**config.mk**
```make
export PLATFORM = sky130hd
export DESIGN_NAME = msp_port_bank
export DESIGN_NICKNAME = d
export VERILOG_FILES = /design/src/rtl/msp_port_bank.sv
export SDC_FILE = /design/constraint.sdc
export NUM_CORES = 1
export LEC_CHECK = 0
export CAP_MARGIN = 20
export CORE_ASPECT_RATIO = 2
export CORE_MARGIN = 3
export CORE_UTILIZATION = 30
export CTS_CLUSTER_DIAMETER = 100
export CTS_CLUSTER_SIZE = 10
export DETAILED_ROUTE_END_ITERATION = 12
export MAX_ROUTING_LAYER = met4
export PLACE_DENSITY = 0.51
export SYNTH_ARGS = -nofsm -noshare
export SYNTH_HDL_FRONTEND = slang
export SYNTH_SLANG_ARGS = --single-unit
```
**constraint.sdc**
```tcl
create_clock -name CLKIN -period 5.2 [get_ports CLKIN]
set_clock_uncertainty 0.05 [all_clocks]
set_input_delay 0.78 -clock CLKIN [delete_from_list [all_inputs] [get_ports CLKIN]]
set_output_delay 0.78 -clock CLKIN [all_outputs]
set_load 0.05 [all_outputs]
```
**src/rtl/msp_port_bank.sv**
```systemverilog
// msp_port_bank: parametrised bidirectional I/O port bank on the 6809 data bus.
// Each port has a DDR, a two-flop input synchroniser, per-bit edge-detect
// interrupt flags with a mask, and all flags fold into one registered IRQ_N.
module msp_port_bank #(
    parameter int unsigned NUM_PORTS = 4,
    parameter int unsigned WIDTH     = 8,
    parameter int unsigned ADDR_W    = 6
) (
    input  logic                       CLKIN,
    input  logic                       RESET_N,
    input  logic                       ENA,
    input  logic                       SEL,
    input  logic [ADDR_W-1:0]          ADDR,
    input  logic                       RW_N,
    input  logic [7:0]                 DATA_I,
    output logic [7:0]                 DATA_O,
    input  logic [NUM_PORTS*WIDTH-1:0] PORT_IN,
    output logic [NUM_PORTS*WIDTH-1:0] PORT_OUT,
    output logic [NUM_PORTS*WIDTH-1:0] PORT_OE,
    output logic                       IRQ_N
);

    localparam int unsigned PW    = NUM_PORTS * WIDTH;
    localparam int unsigned IDX_W = ADDR_W - 3;

    localparam logic [2:0] OFF_DATA  = 3'd0;
    localparam logic [2:0] OFF_DDR   = 3'd1;
    localparam logic [2:0] OFF_EDGE  = 3'd2;
    localparam logic [2:0] OFF_IMASK = 3'd3;
    localparam logic [2:0] OFF_IFLAG = 3'd4;

    typedef enum logic [1:0] {
        PRIME0 = 2'd0,
        PRIME1 = 2'd1,
        PRIME2 = 2'd2,
        DONE   = 2'd3
    } prime_t;

    prime_t prime_q;

    logic [PW-1:0] out_q;
    logic [PW-1:0] ddr_q;
    logic [PW-1:0] edg_q;
    logic [PW-1:0] mask_q;
    logic [PW-1:0] flag_q;
    logic [PW-1:0] s1_q;
    logic [PW-1:0] s2_q;
    logic [PW-1:0] prev_q;

    logic [IDX_W-1:0]     port_idx;
    logic [2:0]           reg_off;
    logic                 wr_stb;
    logic [WIDTH-1:0]     wdata;
    logic [NUM_PORTS-1:0] port_hit;
    logic [PW-1:0]        edge_hit;
    logic [PW-1:0]        flag_set;
    logic [PW-1:0]        flag_clr;
    logic [WIDTH-1:0]     rd_field;

    assign port_idx = ADDR[ADDR_W-1:3];
    assign reg_off  = ADDR[2:0];
    assign wr_stb   = SEL & ENA & ~RW_N;
    assign wdata    = DATA_I[WIDTH-1:0];

    // Only DDR=1 bits drive the pins; the latch keeps its full value
    assign PORT_OUT = out_q & ddr_q;
    assign PORT_OE  = ddr_q;

    // Port select decode; indices at or beyond NUM_PORTS match nothing
    always_comb begin
        port_hit = '0;
        for (int unsigned p = 0; p < NUM_PORTS; p++) begin
            port_hit[p] = (port_idx == IDX_W'(p));
        end
    end

    // Edge qualification: direction per EDGE, inputs only, and only once primed
    assign edge_hit = ((s2_q & ~prev_q & edg_q) | (~s2_q & prev_q & ~edg_q)) & ~ddr_q;
    assign flag_set = (prime_q == DONE) ? edge_hit : '0;

    // Write-1-to-clear mask for the addressed port's IFLAG
    always_comb begin
        flag_clr = '0;
        for (int unsigned p = 0; p < NUM_PORTS; p++) begin
            if (wr_stb && port_hit[p] && (reg_off == OFF_IFLAG)) begin
                flag_clr[p*WIDTH +: WIDTH] = wdata;
            end
        end
    end

    // CPU-visible registers; a flag set beats a same-cycle clear
    always_ff @(posedge CLKIN or negedge RESET_N) begin
        if (!RESET_N) begin
            out_q  <= '0;
            ddr_q  <= '0;
            edg_q  <= '0;
            mask_q <= '0;
            flag_q <= '0;
        end else begin
            for (int unsigned p = 0; p < NUM_PORTS; p++) begin
                if (wr_stb && port_hit[p]) begin
                    case (reg_off)
                        OFF_DATA:  out_q[p*WIDTH +: WIDTH]  <= wdata;
                        OFF_DDR:   ddr_q[p*WIDTH +: WIDTH]  <= wdata;
                        OFF_EDGE:  edg_q[p*WIDTH +: WIDTH]  <= wdata;
                        OFF_IMASK: mask_q[p*WIDTH +: WIDTH] <= wdata;
                        default:   ;
                    endcase
                end
            end
            flag_q <= (flag_q & ~flag_clr) | flag_set;
        end
    end

    // Input synchroniser plus one history stage for edge detection
    always_ff @(posedge CLKIN or negedge RESET_N) begin
        if (!RESET_N) begin
            s1_q   <= '0;
            s2_q   <= '0;
            prev_q <= '0;
        end else begin
            s1_q   <= PORT_IN;
            s2_q   <= s1_q;
            prev_q <= s2_q;
        end
    end

    // Prime sequencer: hold off edge detection while the synchroniser fills
    always_ff @(posedge CLKIN or negedge RESET_N) begin
        if (!RESET_N) begin
            prime_q <= PRIME0;
        end else begin
            case (prime_q)
                PRIME0: prime_q <= PRIME1;
                PRIME1: prime_q <= PRIME2;
                PRIME2: prime_q <= DONE;
                DONE:   prime_q <= DONE;
            endcase
        end
    end

    // Registered active-low interrupt from all enabled flags
    always_ff @(posedge CLKIN or negedge RESET_N) begin
        if (!RESET_N) begin
            IRQ_N <= 1'b1;
        end else begin
            IRQ_N <= ~|(flag_q & mask_q);
        end
    end

    // Read mux; unmapped offsets and ports read zero
    always_comb begin
        rd_field = '0;
        for (int unsigned p = 0; p < NUM_PORTS; p++) begin
            if (port_hit[p]) begin
                case (reg_off)
                    OFF_DATA:  rd_field = (out_q[p*WIDTH +: WIDTH] & ddr_q[p*WIDTH +: WIDTH])
                                        | (s2_q[p*WIDTH +: WIDTH] & ~ddr_q[p*WIDTH +: WIDTH]);
                    OFF_DDR:   rd_field = ddr_q[p*WIDTH +: WIDTH];
                    OFF_EDGE:  rd_field = edg_q[p*WIDTH +: WIDTH];
                    OFF_IMASK: rd_field = mask_q[p*WIDTH +: WIDTH];
                    OFF_IFLAG: rd_field = flag_q[p*WIDTH +: WIDTH];
                    default:   rd_field = '0;
                endcase
            end
        end
        DATA_O = SEL ? 8'(rd_field) : 8'h00;
    end

endmodule

```
==> results.yml <==
synthesis:
  yosysTopAreaCellShare: 0.575
  syn_area_um2: 11200
  ys_ff_latch: 259
  synth.distinct_cells: 52
  synth_warnings: 0
  seq_area_frac_synth: 0.578
  synthTopCellsByCount: "dfrtp_1 (258), nand2_1 (128), o21ai_0 (100), nor2_1 (88)"
  ys_top_cells_by_area: "dfrtp_1 (58%), mux2_2 (6.2%), o21ai_0 (4.5%), nand2_1 (4.3%), mux2i_1 (3.7%)"
  ys.flop_type: "dfrtp_1"
  synthesis.nets: 1092
  synthCells: 1041
  post-synth-top-count-cell: "dfrtp_1"
  synth_async_sr_flop_share: 1.00
  synth_edf_count: 0
  synth_top_cell_by_area: "dfrtp_1"
  syn_avg_cell_area_um2: 10.8
floorplan:
  num_rows: 99
  coreArea_um2: 36700
  chipHeight_um: 280
  die_x_um: 143
  pin_count: 124
  dieArea_um2: 39900
  start_util: 0.306
clock_network:
  postCtsSetupRepairBufs: 0
  cts.path.max_buffers: 3
  postCtsHoldBufs: 0
  cts_resized: 0
  worstSkewPairLatency_ps: 560
  htree_levels: 1
  cts.sinks: 259
  clk_pin_slew_worst_paths_ps: 50
  cts_inserted_buffers: 29
  clockRootBuffer: "clkbuf_16"
  cts_tree: "done"
place:
  hpwlAfterDp_um: 30300
  dp_slack_ps: 782
  gp_congestion: 0.950
  port_buffers: 123
timing:
  setup_viol: 0
  maxSlewViolCount: 0
  min_period_ps: 4480
  worstMarginPinSlew_ps: 891
  max_freq_ghz: 0.223
  timing.slew.headroom: 0.404
  post-route-period-util: 0.861
  rsz0062_at_grt: "false"
  hold_viol: 0
  tns_ps: 0
  setup_ws_ps: 724
drt:
  postRouteAntennaNets: 0
  wire_per_inst_um: 25.4
  wl_um: 41300
  viasPerCell: 5.26
  vias: 8549
  route.detailed.drc: 0
  first_pass_iters: 8
  drt_iter0_markers: 570
setup_path:
  path_cells: "clkdlybuf4s50_1 > buf_12 > and3b_1 > o2bb2ai_1 > a211oi_1 > o221ai_1 > a32o_1 > buf_12"
  crit_top_cell: "buf_12"
  critPathKind: "input port to output pin"
  critPathSlowestCell: "clkdlybuf4s50_1"
  cp.arrival_ps: 3650
  startpoint_type: "input port"
  end_kind: "output pin"
  slowest_delay_ps: 810
  worst_ep_required_time_ps: 4370
  critPathMaxFanout: 26
power_and_ir_drop:
  ir_drop_mv: 0.229
  power_density_nw_per_um2: 325
  p_leak_nw: 5.66
global_route:
  grt_pass1_wl_um: 60600
  grt_pass1_vias: 8996
  grt_usage: 0.212
  antenna_found_initial: 0
  grt_overflow: 0
  grt_max_degree: 110
cells_and_area:
  diodes: 0
  area_growth_pct: 23.0
  final_nets: 1212
  fillers: 3669
  drive_gt1_frac: 0.122
run:
  maxCapViolCount: 0
hold_path:
  min_path_type: "input port to async pin"
run_status:
  status: "completed"
-- worst max-delay path: cells and delay by family --
| kind | cells | cell delay [ps] |
|---|---|---|
| compound gates | 4 | 1170 |
| buf+inv | 3 | 1230 |
| simple gates | 1 | 430 |
-- metrics by stage --
stage               power, mW  cells  hold WS [ps]  area [um2]   util
global route             4.68   1625           306       13800  0.376
global placement         2.73   1584           282       13000  0.355
CTS                      4.56   1625           277       13800  0.376
detailed placement       2.73   1584           285       13000  0.355
floorplan                2.46   1041           281       11200      -
finish                   4.49   1625           241       13800  0.376
-- flip-flops by register name (all words and copies together) (netlist names) --
signal / count
IRQ_N: 1
PORT_OE: 32
edg_q: 32
flag_q: 32
mask_q: 32
out_q: 32
prev_q: 32
prime_q: 2
s1_q: 32
s2_q: 32
-- per-layer routing --
metal  wire, um  vias up  track usage  share of wire
met5          0        -            -              0
met4       2500        0        0.110          0.061
met3       1470      101       0.0224          0.036
met2      22500      233        0.386           0.54
met1      14800     4290        0.223           0.36
li1           -     3925            -              -
-- cell families after synthesis --
group,Yosys count,synth area share
compound gates,284,0.158
buf+inv,71,0.0271
flops,259,0.578
mux,104,0.0997
simple gates,323,0.138
-- report_power, final --
part	leakage [nW]	switching, mW	internal, mW	total, mW
clock	0.372	0.795	1.01	1.80
sequential	3.16	0.0941	2.11	2.20
combinational	2.13	0.310	0.175	0.486
total	5.66	1.20	3.29	4.49
-- final cells by class --
class                   count  area (um2)  area share
clock buffers              41         771      0.0558
inverters                  18        67.6     0.00490
multi-input cells         711        4440       0.322
flip-flops and latches    259        6480       0.470
well taps                 454         568      0.0412
repair buffers            142        1470       0.107
-- cells in the final DEF, fill, tap and decap left out, drive strengths merged, types with 3 or more instances in the layout --
cell type	instances
a2111oi	3
a211oi	8
a21o	16
a21oi	62
a221oi	7
a22oi	29
a32o	6
and2	34
buf	29
clkbuf	42
clkdlybuf4s50	112
dfrtp	258
inv	18
mux2	62
mux2i	42
nand2	130
nand2b	7
nand3b	13
nand4	4
nor2	94
nor2b	5
nor3	21
o211ai	3
o21ai	103
o221ai	6
o22a	6
o22ai	8
o2bb2ai	5
o31ai	16
or2	3
or3b	3
-- final timing paths --
kind                              to  depth (start not counted)  slack, ps       from
max in group asynchronous  out_q[28]                          2       3730    RESET_N
max reg2reg                    IRQ_N                          3       3570  mask_q[0]
min                         s1_q[22]                          1        240    RESET_N
max                        DATA_O[4]                          8        720    ADDR[2]
min in group CLKIN          s2_q[24]                          0        300   s1_q[24]
min reg2reg                 s2_q[24]                          0        300   s1_q[24]
No activity file was read; power rests on OpenSTA's default activity.
